### config.mk
export PLATFORM = sky130hd
export DESIGN_NAME = fp_round_pipe
export DESIGN_NICKNAME = d
export VERILOG_FILES = /design/src/rtl/fp_round_pipe_pkg.sv /design/src/rtl/fp_round_decide.sv /design/src/rtl/fp_round_pipe.sv
export SDC_FILE = /design/constraint.sdc
export NUM_CORES = 1
export LEC_CHECK = 0
export CAP_MARGIN = 20
export CORE_ASPECT_RATIO = 0.8
export CORE_UTILIZATION = 58
export CTS_BUF_LIST = sky130_fd_sc_hd__clkbuf_16
export CTS_CLUSTER_DIAMETER = 120
export DETAILED_ROUTE_END_ITERATION = 12
export GPL_TIMING_DRIVEN = 0
export HOLD_SLACK_MARGIN = 0.12
export PLACE_DENSITY = 0.89
export REMOVE_ABC_BUFFERS = 1
export SETUP_SLACK_MARGIN = 0.1
export SYNTH_ARGS = -nofsm -noshare
export SYNTH_HDL_FRONTEND = slang
export SYNTH_SLANG_ARGS = --single-unit
### constraint.sdc
create_clock -name clk -period 8 [get_ports clk]
set_input_delay 1.6 -clock clk [delete_from_list [all_inputs] [get_ports clk]]
set_output_delay 1.6 -clock clk [all_outputs]
set_load 0.05 [all_outputs]
### src/rtl/fp_round_pipe_pkg.sv
// rtl/fp_round_pipe_pkg.sv - shared fp types: rounding modes, exception flags, format widths
package fp_round_pipe_pkg;

    typedef enum logic [2:0] {
        RM_RNE = 3'd0,
        RM_RTZ = 3'd1,
        RM_RUP = 3'd2,
        RM_RDN = 3'd3,
        RM_RMM = 3'd4
    } rm_e;

    typedef struct packed {
        logic nx;
        logic of;
        logic uf;
    } fp_flags_t;

    function automatic int exp_wid(input int fpwid);
        case (fpwid)
            16:      return 5;
            64:      return 11;
            128:     return 15;
            default: return 8;
        endcase
    endfunction

    function automatic int frac_wid(input int fpwid);
        case (fpwid)
            16:      return 10;
            64:      return 52;
            128:     return 112;
            default: return 23;
        endcase
    endfunction

endpackage

### src/rtl/fp_round_decide.sv
// rtl/fp_round_decide.sv - combinational round-increment decision from mode, sign, L and G/R/S
module fp_round_decide
    import fp_round_pipe_pkg::*;
(
    input  logic [2:0] rm,
    input  logic       sign,
    input  logic       lsb,
    input  logic       g,
    input  logic       r,
    input  logic       st,
    input  logic       is_special,
    output logic       inc
);

    logic inexact;

    // Pick the increment for the selected mode; Inf/NaN never round, modes 5-7 behave as RNE
    always_comb begin
        inexact = g | r | st;
        inc     = 1'b0;
        case (rm)
            RM_RTZ:  inc = 1'b0;
            RM_RUP:  inc = ~sign & inexact;
            RM_RDN:  inc = sign & inexact;
            RM_RMM:  inc = g;
            default: inc = g & (r | st | lsb);
        endcase
        if (is_special) begin
            inc = 1'b0;
        end
    end

endmodule

### src/rtl/fp_round_pipe.sv
// rtl/fp_round_pipe.sv - 3-stage IEEE-754 rounder with valid/ready; FP_ROUND_FLAGS_EN builds nx/of/uf flags
module fp_round_pipe
    import fp_round_pipe_pkg::*;
#(
    parameter int FPWID = 32
) (
    input  logic             clk,
    input  logic             rst_n,
    input  logic             i_valid,
    output logic             i_ready,
    input  logic [2:0]       rm,
    input  logic [FPWID+3:0] i,
    output logic             o_valid,
    input  logic             o_ready,
    output logic [FPWID-1:0] o,
    output logic             o_nx,
    output logic             o_of,
    output logic             o_uf
);

    localparam int EW = exp_wid(FPWID);
    localparam int FW = frac_wid(FPWID);
    localparam int SW = FPWID - 1;
    localparam logic [SW-1:0] INF_EF = {{EW{1'b1}}, {FW{1'b0}}};
    localparam logic [SW-1:0] MAX_EF = {{(EW-1){1'b1}}, 1'b0, {FW{1'b1}}};

    // The hidden bit is implied by the exponent field and does not enter the packed result
    logic unused_hid;
    assign unused_hid = i[FW+3];

    logic          s1_valid_q, s1_valid_d, s1_sign_q, s1_sign_d;
    logic [SW-1:0] s1_ef_q, s1_ef_d;
    logic [2:0]    s1_grs_q, s1_grs_d, s1_rm_q, s1_rm_d;
    logic          s2_valid_q, s2_valid_d, s2_sign_q, s2_sign_d;
    logic          s2_inc_q, s2_inc_d, s2_special_q, s2_special_d;
    logic [SW-1:0] s2_ef_q, s2_ef_d;
    logic [2:0]    s2_rm_q, s2_rm_d;
    logic          s3_valid_q, s3_valid_d;
    logic [FPWID-1:0] s3_res_q, s3_res_d;

    logic          s1_free, s2_free, s3_free;
    logic          s1_load, s2_load, s3_load;
    logic          s1_inc, s1_special;
    logic [SW-1:0] s2_sum;
    logic          s2_ovf, s2_to_inf;

    // A stage may take new data when it is empty or its content moves on this cycle
    assign s3_free = ~s3_valid_q | o_ready;
    assign s2_free = ~s2_valid_q | s3_free;
    assign s1_free = ~s1_valid_q | s2_free;
    assign s1_load = s1_free & i_valid;
    assign s2_load = s2_free & s1_valid_q;
    assign s3_load = s3_free & s2_valid_q;
    assign i_ready = s1_free;
    assign o_valid = s3_valid_q;
    assign o       = s3_res_q;

    assign s1_special = &s1_ef_q[SW-1 -: EW];

    fp_round_decide u_decide (
        .rm         (s1_rm_q),
        .sign       (s1_sign_q),
        .lsb        (s1_ef_q[0]),
        .g          (s1_grs_q[2]),
        .r          (s1_grs_q[1]),
        .st         (s1_grs_q[0]),
        .is_special (s1_special),
        .inc        (s1_inc)
    );

    // S2 add and overflow detection; a fraction carry ripples into the exponent
    always_comb begin
        s2_sum    = s2_ef_q + {{(SW-1){1'b0}}, s2_inc_q};
        s2_ovf    = (&s2_sum[SW-1 -: EW]) & ~s2_special_q;
        s2_to_inf = 1'b1;
        case (s2_rm_q)
            RM_RTZ:  s2_to_inf = 1'b0;
            RM_RUP:  s2_to_inf = ~s2_sign_q;
            RM_RDN:  s2_to_inf = s2_sign_q;
            default: s2_to_inf = 1'b1;
        endcase
    end

    // Next-state for the value pipeline: hold by default, load when the stage is free and fed
    always_comb begin
        s1_valid_d   = s1_free ? i_valid : s1_valid_q;
        s1_sign_d    = s1_sign_q;
        s1_ef_d      = s1_ef_q;
        s1_grs_d     = s1_grs_q;
        s1_rm_d      = s1_rm_q;
        s2_valid_d   = s2_free ? s1_valid_q : s2_valid_q;
        s2_sign_d    = s2_sign_q;
        s2_ef_d      = s2_ef_q;
        s2_inc_d     = s2_inc_q;
        s2_special_d = s2_special_q;
        s2_rm_d      = s2_rm_q;
        s3_valid_d   = s3_free ? s2_valid_q : s3_valid_q;
        s3_res_d     = s3_res_q;
        if (s1_load) begin
            s1_sign_d = i[FPWID+3];
            s1_ef_d   = {i[FPWID+2 -: EW], i[FW+2:3]};
            s1_grs_d  = i[2:0];
            s1_rm_d   = rm;
        end
        if (s2_load) begin
            s2_sign_d    = s1_sign_q;
            s2_ef_d      = s1_ef_q;
            s2_inc_d     = s1_inc;
            s2_special_d = s1_special;
            s2_rm_d      = s1_rm_q;
        end
        if (s3_load) begin
            s3_res_d = {s2_sign_q, s2_ovf ? (s2_to_inf ? INF_EF : MAX_EF) : s2_sum};
        end
    end

    // Value pipeline registers; reset drops in-flight beats and clears the datapath
    always_ff @(posedge clk or negedge rst_n) begin
        if (!rst_n) begin
            s1_valid_q   <= 1'b0;
            s1_sign_q    <= 1'b0;
            s1_ef_q      <= '0;
            s1_grs_q     <= '0;
            s1_rm_q      <= '0;
            s2_valid_q   <= 1'b0;
            s2_sign_q    <= 1'b0;
            s2_ef_q      <= '0;
            s2_inc_q     <= 1'b0;
            s2_special_q <= 1'b0;
            s2_rm_q      <= '0;
            s3_valid_q   <= 1'b0;
            s3_res_q     <= '0;
        end else begin
            s1_valid_q   <= s1_valid_d;
            s1_sign_q    <= s1_sign_d;
            s1_ef_q      <= s1_ef_d;
            s1_grs_q     <= s1_grs_d;
            s1_rm_q      <= s1_rm_d;
            s2_valid_q   <= s2_valid_d;
            s2_sign_q    <= s2_sign_d;
            s2_ef_q      <= s2_ef_d;
            s2_inc_q     <= s2_inc_d;
            s2_special_q <= s2_special_d;
            s2_rm_q      <= s2_rm_d;
            s3_valid_q   <= s3_valid_d;
            s3_res_q     <= s3_res_d;
        end
    end

`ifdef FP_ROUND_FLAGS_EN
    logic      s2_inexact_q, s2_inexact_d;
    fp_flags_t s3_flags_q, s3_flags_d;

    // Flags follow the value: tininess is judged on the rounded exponent, specials raise nothing
    always_comb begin
        s2_inexact_d = s2_inexact_q;
        s3_flags_d   = s3_flags_q;
        if (s2_load) begin
            s2_inexact_d = |s1_grs_q & ~s1_special;
        end
        if (s3_load) begin
            s3_flags_d.nx = s2_inexact_q;
            s3_flags_d.of = s2_ovf;
            s3_flags_d.uf = s2_inexact_q & (s2_sum[SW-1 -: EW] == '0);
        end
    end

    // Flag pipeline registers
    always_ff @(posedge clk or negedge rst_n) begin
        if (!rst_n) begin
            s2_inexact_q <= 1'b0;
            s3_flags_q   <= '0;
        end else begin
            s2_inexact_q <= s2_inexact_d;
            s3_flags_q   <= s3_flags_d;
        end
    end

    assign o_nx = s3_flags_q.nx;
    assign o_of = s3_flags_q.of;
    assign o_uf = s3_flags_q.uf;
`else
    assign o_nx = 1'b0;
    assign o_of = 1'b0;
    assign o_uf = 1'b0;
`endif

endmodule

After elaboration in Yosys (flattened, before gate mapping)
Index checks and enable logic that the tools add are counted.
W data, S select, Z words.
- reductions and logical operators: 2
- add/sub/neg operators: 1
- bitwise gates (word level): 20
- equal/unequal tests: 7
- muxes and demuxes: 5
- operator list (cell ; number):
    $add A31 B1 Y31 ; 1
    $mux W31 ; 1
    $mux W24 ; 1
    $reduce_and A8 Y1 ; 2
    $eq A3 B2 Y1 const B ; 4
    $and A1 B1 Y1 ; 7
    $or A1 B1 Y1 ; 7
    $eq A3 B1 Y1 const B ; 2
    $not A1 Y1 ; 6
    $pmux W1 S4 ; 1
    $eq A3 B3 Y1 const B ; 1
    $pmux W1 S3 ; 1
    $mux W1 ; 1
- logic and storage cells: 48
- output and inout port bits: 37
- input port bits: 43
- bits in registers: 110

Longest topological paths before layout
- depth in word-level cells: 5
- mapped depth: 10
- gate-level depth less buffers: 8

By module
A second synthesis with hierarchy kept.
- cell total of the unflattened synthesis: 393
- area total of the unflattened synthesis: 4906.0 um^2
- by module, submodules not included (module ; times used ; sequential area each (um^2) ; cells each ; area each (um^2)):
    fp_round_pipe ; 1 ; 2752.6 ; 384 ; 4832.1
    fp_round_decide ; 1 ; 0.0 ; 9 ; 73.8

Worst setup path after synthesis
Ideal clock, no wire load.
- kind: input port to output port
- from: in o_ready
- to: out i_ready
- required time: 6.400 ns
- buffers on the path: 0
- data arrival time: 2.164 ns
- slack: 4.236 ns
- stages: 2
- cell sequence: nor2b_1 -> nand3_1
- longest elaborated chain between the ends: 3
- ends and longest elaborated chain (item ; line ; text):
    start, declared ; fp_round_pipe.sv:14 ; input logic o_ready,
    $or A1 B1 Y1 ; fp_round_pipe.sv:48 ; assign s3_free = ~s3_valid_q | o_ready;
    $or A1 B1 Y1 ; fp_round_pipe.sv:49 ; assign s2_free = ~s2_valid_q | s3_free;
    $or A1 B1 Y1 ; fp_round_pipe.sv:50 ; assign s1_free = ~s1_valid_q | s2_free;
    end, declared ; fp_round_pipe.sv:10 ; output logic i_ready,
No other way between the ends.

Worst setup path in the final report
Same ends and word-level chain as after synthesis.

==> run_results.csv <==
group,metric,value,unit
yosys,synthArstFlopShare,100,%
global_route,antenna_found_initial,0,
floorplan,die_w,106,µm
critical_path,arrival,3120,ps
yosys,synth_top_area_share,54.7,%
yosys,syn-cell-area,5040,µm²
pwr,p_int,1.20,mW
pwr,power_density,309,nW/µm²
global_route,grt_usage,25.0,%
clock_network,root_buffer,"clkbuf_16",
yosys,synth-edff-count,0,
yosys,synth_common_cells,"dfrtp_1 (110), mux2_2 (74), nand2_1 (42)",
sta,hold_ws,484,ps
global_route,grt_overflow,0,
clock_network,post_cts_resized,0,
yosys,yosys.area.top_type,"dfrtp_1",
critical_path,crit_top_cell,"clkdlybuf4s50_1",
detailed_routing,avgRoutedWirePerCell,17.6,µm
detailed_routing,wl,10600,µm
clock_network,cts_tree,"yes",
place,dp_slack,3300,ps
pwr,power_switching,0.716,mW
sta,max_freq,212,MHz
floorplan,die_area,9060,µm²
place,gp_congestion,0.869,
cells_and_area,drive_gt1_share,22.7,%
critical_path,crit_path_top_delay_cell,"clkdlybuf4s50_1",
yosys,ys_types,47,
detailed_routing,dr.pass1.iters,5,
run,drv_cap,0,
clock_network,cts_max_level,3,
clock_network,clock_sinks,110,
pwr,p_leak,2.53,nW
sta,setup_ws,3280,ps
sta,setup_violations,0,
global_route,grtUsageMet3,5.99,%
outcome,outcome,"completed",
cells_and_area,final_cells,605,
sta,rsz0062_at_grt,"false",
cells_and_area,n_antenna_cell,0,
critical_path,crit_type,"input port to output pin",
detailed_routing,drt_iter0_drc,210,
sta,report.final.slew_viol_count,0,
global_route,busiest_layer,"met2",
critical_path,critPathMaxStageDelay,840,ps
floorplan,initial_core_util,59.6,%
detailed_routing,vias,3596,
critical_path,path_cells,"clkdlybuf4s50_1 -> nor2b_1 -> nand3_1 -> clkdlybuf4s50_1",
sta,min_period,4720,ps
global_route,grt_pass1_vias,3560,
critical_path,critPathCaptureType,"output pin",
cells_and_area,multi_input_area,2170,µm²
sta,finalSetupTns,0,ps
yosys,yosys.cell_count.top_type,"dfrtp_1",
yosys,synth_flop_cell,"dfrtp_1",
yosys,synth_seq_cells,110,
floorplan,rows,30,
floorplan,core,8450,µm²
sta,period_share,59.0,%
detailed_routing,drc,0,
cells_and_area,area_growth,23.0,%
global_route,grt_util_met2,39.3,%
global_route,gr-usage-met1,34.6,%
global_route,grt_max_degree,57,
clock_network,cts.reportedPaths.clkPinSlew,70,ps
detailed_routing,vias_per_cell,5.94,
critical_path,required,6400,ps
clock_network,cts_buffers,9,
critical_path,cp_num_buf_inv,2,
cells_and_area,seqCellArea,2750,µm²
critical_path,cp_max_fo,3,
cells_and_area,nFillCells,572,
floorplan,ios,80,
pwr,combPwrFrac,34.8,%
sta,tightest_slew,1130,ps
yosys,synth_area_leaders,"dfrtp_1 (55%), mux2_2 (17%), nand2_1 (3.1%)",
pwr,pwr-share-clk,22.7,%
sta,finalHoldViolations,0,
pwr,seq_power_share,42.5,%
yosys,syn_inst,417,
clock_network,clockBufferDepth,2,
clock_network,clk_latency,350,ps
place,dp_cells,587,
pwr,peakVddDrop,0.171,mV
critical_path,startpoint_type,"input port",
sta,clock_skew,6.58,ps
place,place_hpwl,7220,µm
clock_network,cts_setup_buffers,0,
yosys,yosys_warnings,0,
pwr,p_sw_share,37.4,%
critical_path,critPathTopFamily,"buffers and inverters",
clock_network,hold_buffers,0,
floorplan,die_h,85.3,µm
detailed_routing,ant_nets,0,
place,port_buffers,75,
yosys,synth-seq-area-share,54.7,%
sta,relSlewSlack,24.3,%
hold_path,min-delay-path-class,"register to register",
yosys,synth_area_per_cell,12.1,µm²
cells_and_area,nets,533,
global_route,grt_pass1_wl,17500,µm
==> placed cells by master (no fill, tap or decap), drive strengths merged, types with 9 or more instances in the layout <==
| cell type | n |
|---|---|
| xnor2 | 17 |
| nor2 | 13 |
| clkbuf | 9 |
| a31oi | 16 |
| dfrtp | 110 |
| nand3 | 9 |
| nand4 | 11 |
| xor2 | 14 |
| mux2 | 74 |
| nand2 | 42 |
| o21ai | 24 |
| clkdlybuf4s50 | 74 |
==> routing by layer <==
metal	up-vias	wire length (µm)
li1	1639	-
met1	1807	4780
met2	133	5100
met3	17	575
met4	0	167
met5	-	0
==> path summary, 6_finish.rpt <==
check,from,endpoint,slack [ps],depth (start not counted)
max,o_ready,i_ready,3280,4
min,o[22],o[22],480,2
max reg2reg,s2_inc_q,o[2],4840,9
min reg2reg,o[22],o[22],480,2
max in group asynchronous,rst_n,s2_inc_q,6010,2
min in group asynchronous,rst_n,s1_ef_q[28],1300,1
==> stage by stage <==
step	cell area (µm²)	total power [mW]	util, %
finish	6200	1.92	73.4
detailed placement	5890	1.47	69.7
floorplan	4930	1.24	-
CTS	6180	1.92	73.1
global placement	5820	1.44	68.9
global route	6200	2.00	73.4
==> power groups by stage <==
| stage | clock [mW] | combinational (mW) | sequential [mW] |
|---|---|---|---|
| final | 0.435 | 0.666 | 0.815 |
| after global routing | 0.466 | 0.709 | 0.830 |
| after CTS | 0.441 | 0.664 | 0.811 |
| after detailed placement | 0 | 0.654 | 0.820 |
| after global placement | 0 | 0.632 | 0.809 |
| after floorplan | 0 | 0.258 | 0.978 |
==> area by class of cell <==
| class | count | area share, % |
|---|---|---|
| clock buffer | 9 | 3.63 |
| clock inverter | 7 | 1.05 |
| inverter | 4 | 0.242 |
| multi-input combinational | 282 | 35.0 |
| sequential | 110 | 44.4 |
| tap | 112 | 2.26 |
| timing repair buffer | 81 | 13.4 |
==> worst register-to-register path: stages, from the launching register on <==
cell     delay [ps]
dfrtp_1         350
ha_1            230
ha_1            230
and4_1          350
nand4_1         210
nor3_1          340
xnor2_1         400
o41ai_4         550
buf_6           250
o21ai_0         120
==> logic make-up (layout without fill, tap and decap cells) <==
logic type	Yosys count	in the layout	synth area share, %
and+or+nand+nor	106	106	10.6
AOI/OAI and AO/OA	66	66	9.62
muxes	74	74	16.5
buffers and inverters	27	101	2.58
other	1	3	0.0745
adders and majority gates	2	2	0.497
DFF	110	110	54.7
xor gates and xnor gates	31	31	5.39
==> registers in the layout (all words and copies together) (netlist names) <==
signal        flops
s2_inc_q          1
s2_sign_q         1
s1_sign_q         1
s1_ef_q          31
s1_rm_q           3
s1_valid_q        1
s1_grs_q          3
s2_ef_q          31
s2_rm_q           3
s2_special_q      1
o_valid           1
o                32
s2_valid_q        1
No activity file was read; power rests on OpenSTA's default activity.
==> RTL change 1: new RTL, same settings <==
`s3_res_q` no longer has a reset.
--- a/src/rtl/fp_round_pipe.sv
+++ b/src/rtl/fp_round_pipe.sv
@@ -129,7 +129,6 @@
             s2_special_q <= 1'b0;
             s2_rm_q      <= '0;
             s3_valid_q   <= 1'b0;
-            s3_res_q     <= '0;
         end else begin
             s1_valid_q   <= s1_valid_d;
             s1_sign_q    <= s1_sign_d;
@@ -143,8 +142,11 @@
             s2_special_q <= s2_special_d;
             s2_rm_q      <= s2_rm_d;
             s3_valid_q   <= s3_valid_d;
-            s3_res_q     <= s3_res_d;
         end
+    end
+
+    always_ff @(posedge clk) begin
+        s3_res_q <= s3_res_d;
     end
 
 `ifdef FP_ROUND_FLAGS_EN
Function: differs if rst_n is asserted again (counterexample within 4 cycles, from zero or initial values and one cycle with rst_n low); with rst_n held inactive, the same outputs for 10 cycles.
==> RTL change 1 against the original RTL <==
Worst hold slack improved by 0.0083 ns. Clock skew fell by 0.0014 ns. Clock power fell by 5.3%. Area after synthesis fell by 2.5%. Non-clock buffer count fell by 3. Via count fell by 19%. Power fell by 13%. Highest routed layer unchanged. Sequential cell count did not move. Worst setup slack improved by 0.041 ns. Critical path depth did not move. Routed wire length fell by 19%. Count of clock-buffer cells in the layout rose by 1. Cell count fell by 13%. Largest power group unchanged. Design area fell by 2.4%.
==> RTL change 1: results (changes against the original RTL) <==
place_area_sq_mm: 0.00576  # -2.2%
async_flop_share: 0.709  # -0.291
nNetsFinal: 459  # -14%
gr-usage-met2: 0.370  # -0.0229
fin_cells: 527  # -13%
p_leak_nw: 2.48  # -2.0%
cpPeakStageDelay_ns: 0.82  # -0.02 ns
synth_common_cells: "78 x dfrtp_1, 74 x mux2_2, 32 x edfxtp_1, 20 x mux2i_1, 17 x nand2_1"
via_per_inst: 5.51  # -7.4%
grt_pass1_wl_um: 14200  # -19%
avgRoutedWirePerCell_um: 16.4  # -6.8%
grt_max_degree: 67  # +18%
synth_area_leaders: "dfrtp_1 40%, edfxtp_1 20%, mux2_2 17%"
grt_pass1_vias: 2940  # -17%
synthDistinctLibCells: 41  # -13%
drtIter0Drc: 105  # -50%
route.met3.wl_um: 419  # -27%
skew_ns: 0.00523  # -0.00135 ns
syn_avg_cell_area_sq_um: 14.5  # +20%
wl_met1_um: 3580  # -25%
status: "completed"
globalplace.congestion: 0.778  # -10%
grt_use_total: 0.213  # -0.0375
hpwl_um: 5900  # -18%
fill_cells: 510  # -11%
firstDrtPassIters: 4  # -1
max_slew.worst_pin.slew_ns: 1.02  # -0.104 ns
[RTL change 1: where the power goes]
part	switching [W]	total, W	leakage [nW]	internal (W)
clock	0.000186	0.000412	0.150	0.000226
sequential	0.0000985	0.000807	1.22	0.000709
combinational	0.000241	0.000449	1.11	0.000208
total	0.000526	0.00167	2.48	0.00114
[RTL change 1: cell type report]
type | count | area [sq um] | area share
sequential | 110 | 2910 | 0.482
multi-input combinational | 214 | 1900 | 0.315
timing repair buffer | 78 | 815 | 0.135
clock buffer | 10 | 250 | 0.0414
tap | 108 | 135 | 0.0224
clock inverter | 6 | 27.5 | 0.00455
inverter | 1 | 3.75 | 0.000621
[RTL change 1: final timing paths]
| check | endpoint | slack (ns) | depth (start not counted) |
|---|---|---|---|
| hold / removal | o[31] | 0.49 | 0 |
| setup / recovery | i_ready | 3.32 | 4 |
| max in group asynchronous | s1_ef_q[26] | 6.34 | 2 |
| min in group asynchronous | s1_ef_q[8] | 1.10 | 1 |
| setup reg to reg | o[3] | 4.70 | 7 |
| hold reg to reg | o[31] | 0.49 | 0 |
[RTL change 1: logic make-up after synthesis]
family          count (synthesis)  synth area share
simple gates                   75            0.0900
buf+inv                        17            0.0219
other cells                     1          0.000764
flops                         110             0.593
compound gates                  8            0.0176
fa+ha+maj                       2           0.00510
mux                            97             0.220
xor+xnor                       29            0.0517
[RTL change 1: through the flow]
| stage | total power, W | setup WS [ns] |
|---|---|---|
| after global placement | 0.00124 | 2.74 |
| after global routing | 0.00174 | 3.27 |
| after CTS | 0.00167 | 3.32 |
| final | 0.00167 | 3.32 |
| after detailed placement | 0.00126 | 3.32 |
| after floorplan | 0.00111 | 4.24 |
==> RTL change 2: new RTL, same flow settings <==
Without the edit above. Add a define of `FP_ROUND_FLAGS_EN`.
--- a/src/rtl/fp_round_pipe.sv
+++ b/src/rtl/fp_round_pipe.sv
@@ -1,4 +1,6 @@
 // rtl/fp_round_pipe.sv - 3-stage IEEE-754 rounder with valid/ready; FP_ROUND_FLAGS_EN builds nx/of/uf flags
+`define FP_ROUND_FLAGS_EN
+
 module fp_round_pipe
     import fp_round_pipe_pkg::*;
 #(
Behaviour: not the same (Yosys sat finds a counterexample within 4 cycles, from zero or initial values and one cycle with rst_n low).
==> RTL change 2 against the original RTL <==
Worst setup slack got worse by 0.0050 ns. Clock power rose by 63%. Sequential cell count grew 4. Worst hold slack gained 0.0039 ns. Fmax shrank 0.11%. Power up 15%. Area after synthesis rose by 3.3%. Synthesized cell count is 1.7% higher. Count of clock-buffer cells in the layout rose by 8. Routed wire length up 7.8%. Design area increased by 6.9%. Die area increased by 3.2%.
==> RTL change 2: results (changes against the original RTL) <==
status: "completed"
hpwl_um: 7410  # +2.6%
crit_slowest_cell: "clkdlybuf4s50_1"
vias: 3635  # +1.1%
syn_avg_cell_area_sq_um: 12.3  # +1.6%
synth_fa_ha_area_frac: 0.00481  # -0.000159
numCtsBuffers: 17  # +8
cts_max_level: 4  # +1
wirelength_um: 11400  # +7.8%
synth_common_cells: "114 x dfrtp_1, 74 x nand2_1, 73 x mux2_2, 21 x xor2_1, 20 x o211ai_2"
n_antenna_cell: 0  # unchanged
grt_pass1_wl_um: 19000  # +8.3%
globalplace.congestion: 0.833  # -4.2%
antenna_found_initial: 0  # unchanged
synth_xor_area_frac: 0.0539  # about the same
max_slew.worst_pin.slew_ns: 1.06  # -0.0668 ns
cts.repair.resized: 0  # unchanged
irDropWorstVdd_mv: 0.204  # +19%
grt_use_total: 0.272  # +0.0224
cp_max_fo: 3  # unchanged
wl_met1_um: 4970  # +4.0%
clk_latency_ns: 0.42  # +0.07 ns
synth_compound_area_frac: 0.0734  # -0.0228
path_clk_slew_ns: 0.05  # -0.02 ns
ys_warn_count: 0  # unchanged
p_leak_nw: 2.78  # +10%
io_buffers: 78  # +4.0%
grt_max_degree: 63  # +11%
async_flop_share: 1.00  # unchanged
yosysSeqAreaShare: 0.548  # +0.00176
largest_reg_flops: 32  # unchanged
synth_mux_area_frac: 0.158  # -0.00746
crit_arrival_ns: 3.12  # about the same
placedCellCount: 594  # +1.2%
place_area_sq_mm: 0.00606  # +2.9%
synthDistinctLibCells: 42  # -11%
grt_pass1_vias: 3740  # +5.1%
gr-usage-met2: 0.442  # +0.0492
cts_max_path_buffers: 2  # unchanged
clockRootBuffer: "clkbuf_16"
route.met3.wl_um: 600  # +4.3%
grtUsageMet1: 0.357  # +0.0115
drive_gt1_frac: 0.270  # +0.0432
grtUsageMet3: 0.0744  # +0.0145
cpPeakStageDelay_ns: 0.83
nNetsFinal: 546  # +2.4%
route.met2.wl_um: 5710  # +12%
skew_ns: 0.0114  # +0.00479 ns
dp_slack_ns: 3.28  # -0.0242 ns
cts_setup_buffers: 0  # unchanged
ys.flop_type: "dfrtp_1"
highest_layer: "met4"
hold_class: "register to register"
drtIter0Drc: 213  # +1.4%
synth_area_leaders: "dfrtp_1 55%, mux2_2 16%, nand2_1 5.3%"
fin_cells: 626  # +3.5%
firstDrtPassIters: 5  # unchanged
-- RTL change 2: cell count changes after synthesis, moves of 3 or more --
| cell | delta |
|---|---|
| nand2_1 | +32 |
| o211ai_2 | +20 |
| a31oi_1 | -15 |
| o21ai_2 | -9 |
| xor2_1 | +7 |
| a22o_1 | -6 |
| nor2_1 | -6 |
| xnor2_1 | -6 |
| o31ai_1 | -5 |
| dfrtp_1 | +4 |
| nand3_1 | +4 |
| inv_1 | -3 |
| o211ai_1 | +3 |
-- RTL change 2: layout make-up --
cell class	count	area, sq um
Clock buffer	17	425
Clock inverter	15	138
Fill cell	540	1970
Inverter	1	3.75
Multi-Input combinational cell	287	2230
Sequential cell	114	2850
Tap cell	112	140
Timing Repair Buffer	80	833
-- RTL change 2: where the power goes --
part           switching, W  internal, W  leakage [nW]
logic              0.000382     0.000265          1.17
clock network      0.000282     0.000427         0.258
registers          0.000126     0.000715          1.35
total              0.000790      0.00141          2.78
-- RTL change 2: cells by family after synthesis --
| family | count (synthesis) |
|---|---|
| AND/OR/NAND/NOR | 139 |
| flip-flops | 114 |
| multiplexers | 73 |
| AO/OA/AOI/OAI | 41 |
| XOR/XNOR | 32 |
| buffers and inverters | 23 |
| adder cells (fa/ha/maj) | 2 |
-- RTL change 2: path summary, 6_finish.rpt --
check                         start         end  slack [ns]  cells after the start
setup / recovery            o_ready     i_ready        3.28                      4
hold / removal                o[28]       o[28]        0.49                      2
setup reg to reg           s2_inc_q       o[22]        4.48                      8
hold reg to reg               o[28]       o[28]        0.49                      2
max in group asynchronous     rst_n        o_nx        6.00                      2
min in group asynchronous     rst_n  s1_ef_q[4]        1.27                      1
-- RTL change 2: critical path, delay by kind of cell --
family / cells / cell delay (ns)
AND/OR/NAND/NOR: 2 / 0.21
buffers and inverters: 2 / 1.32
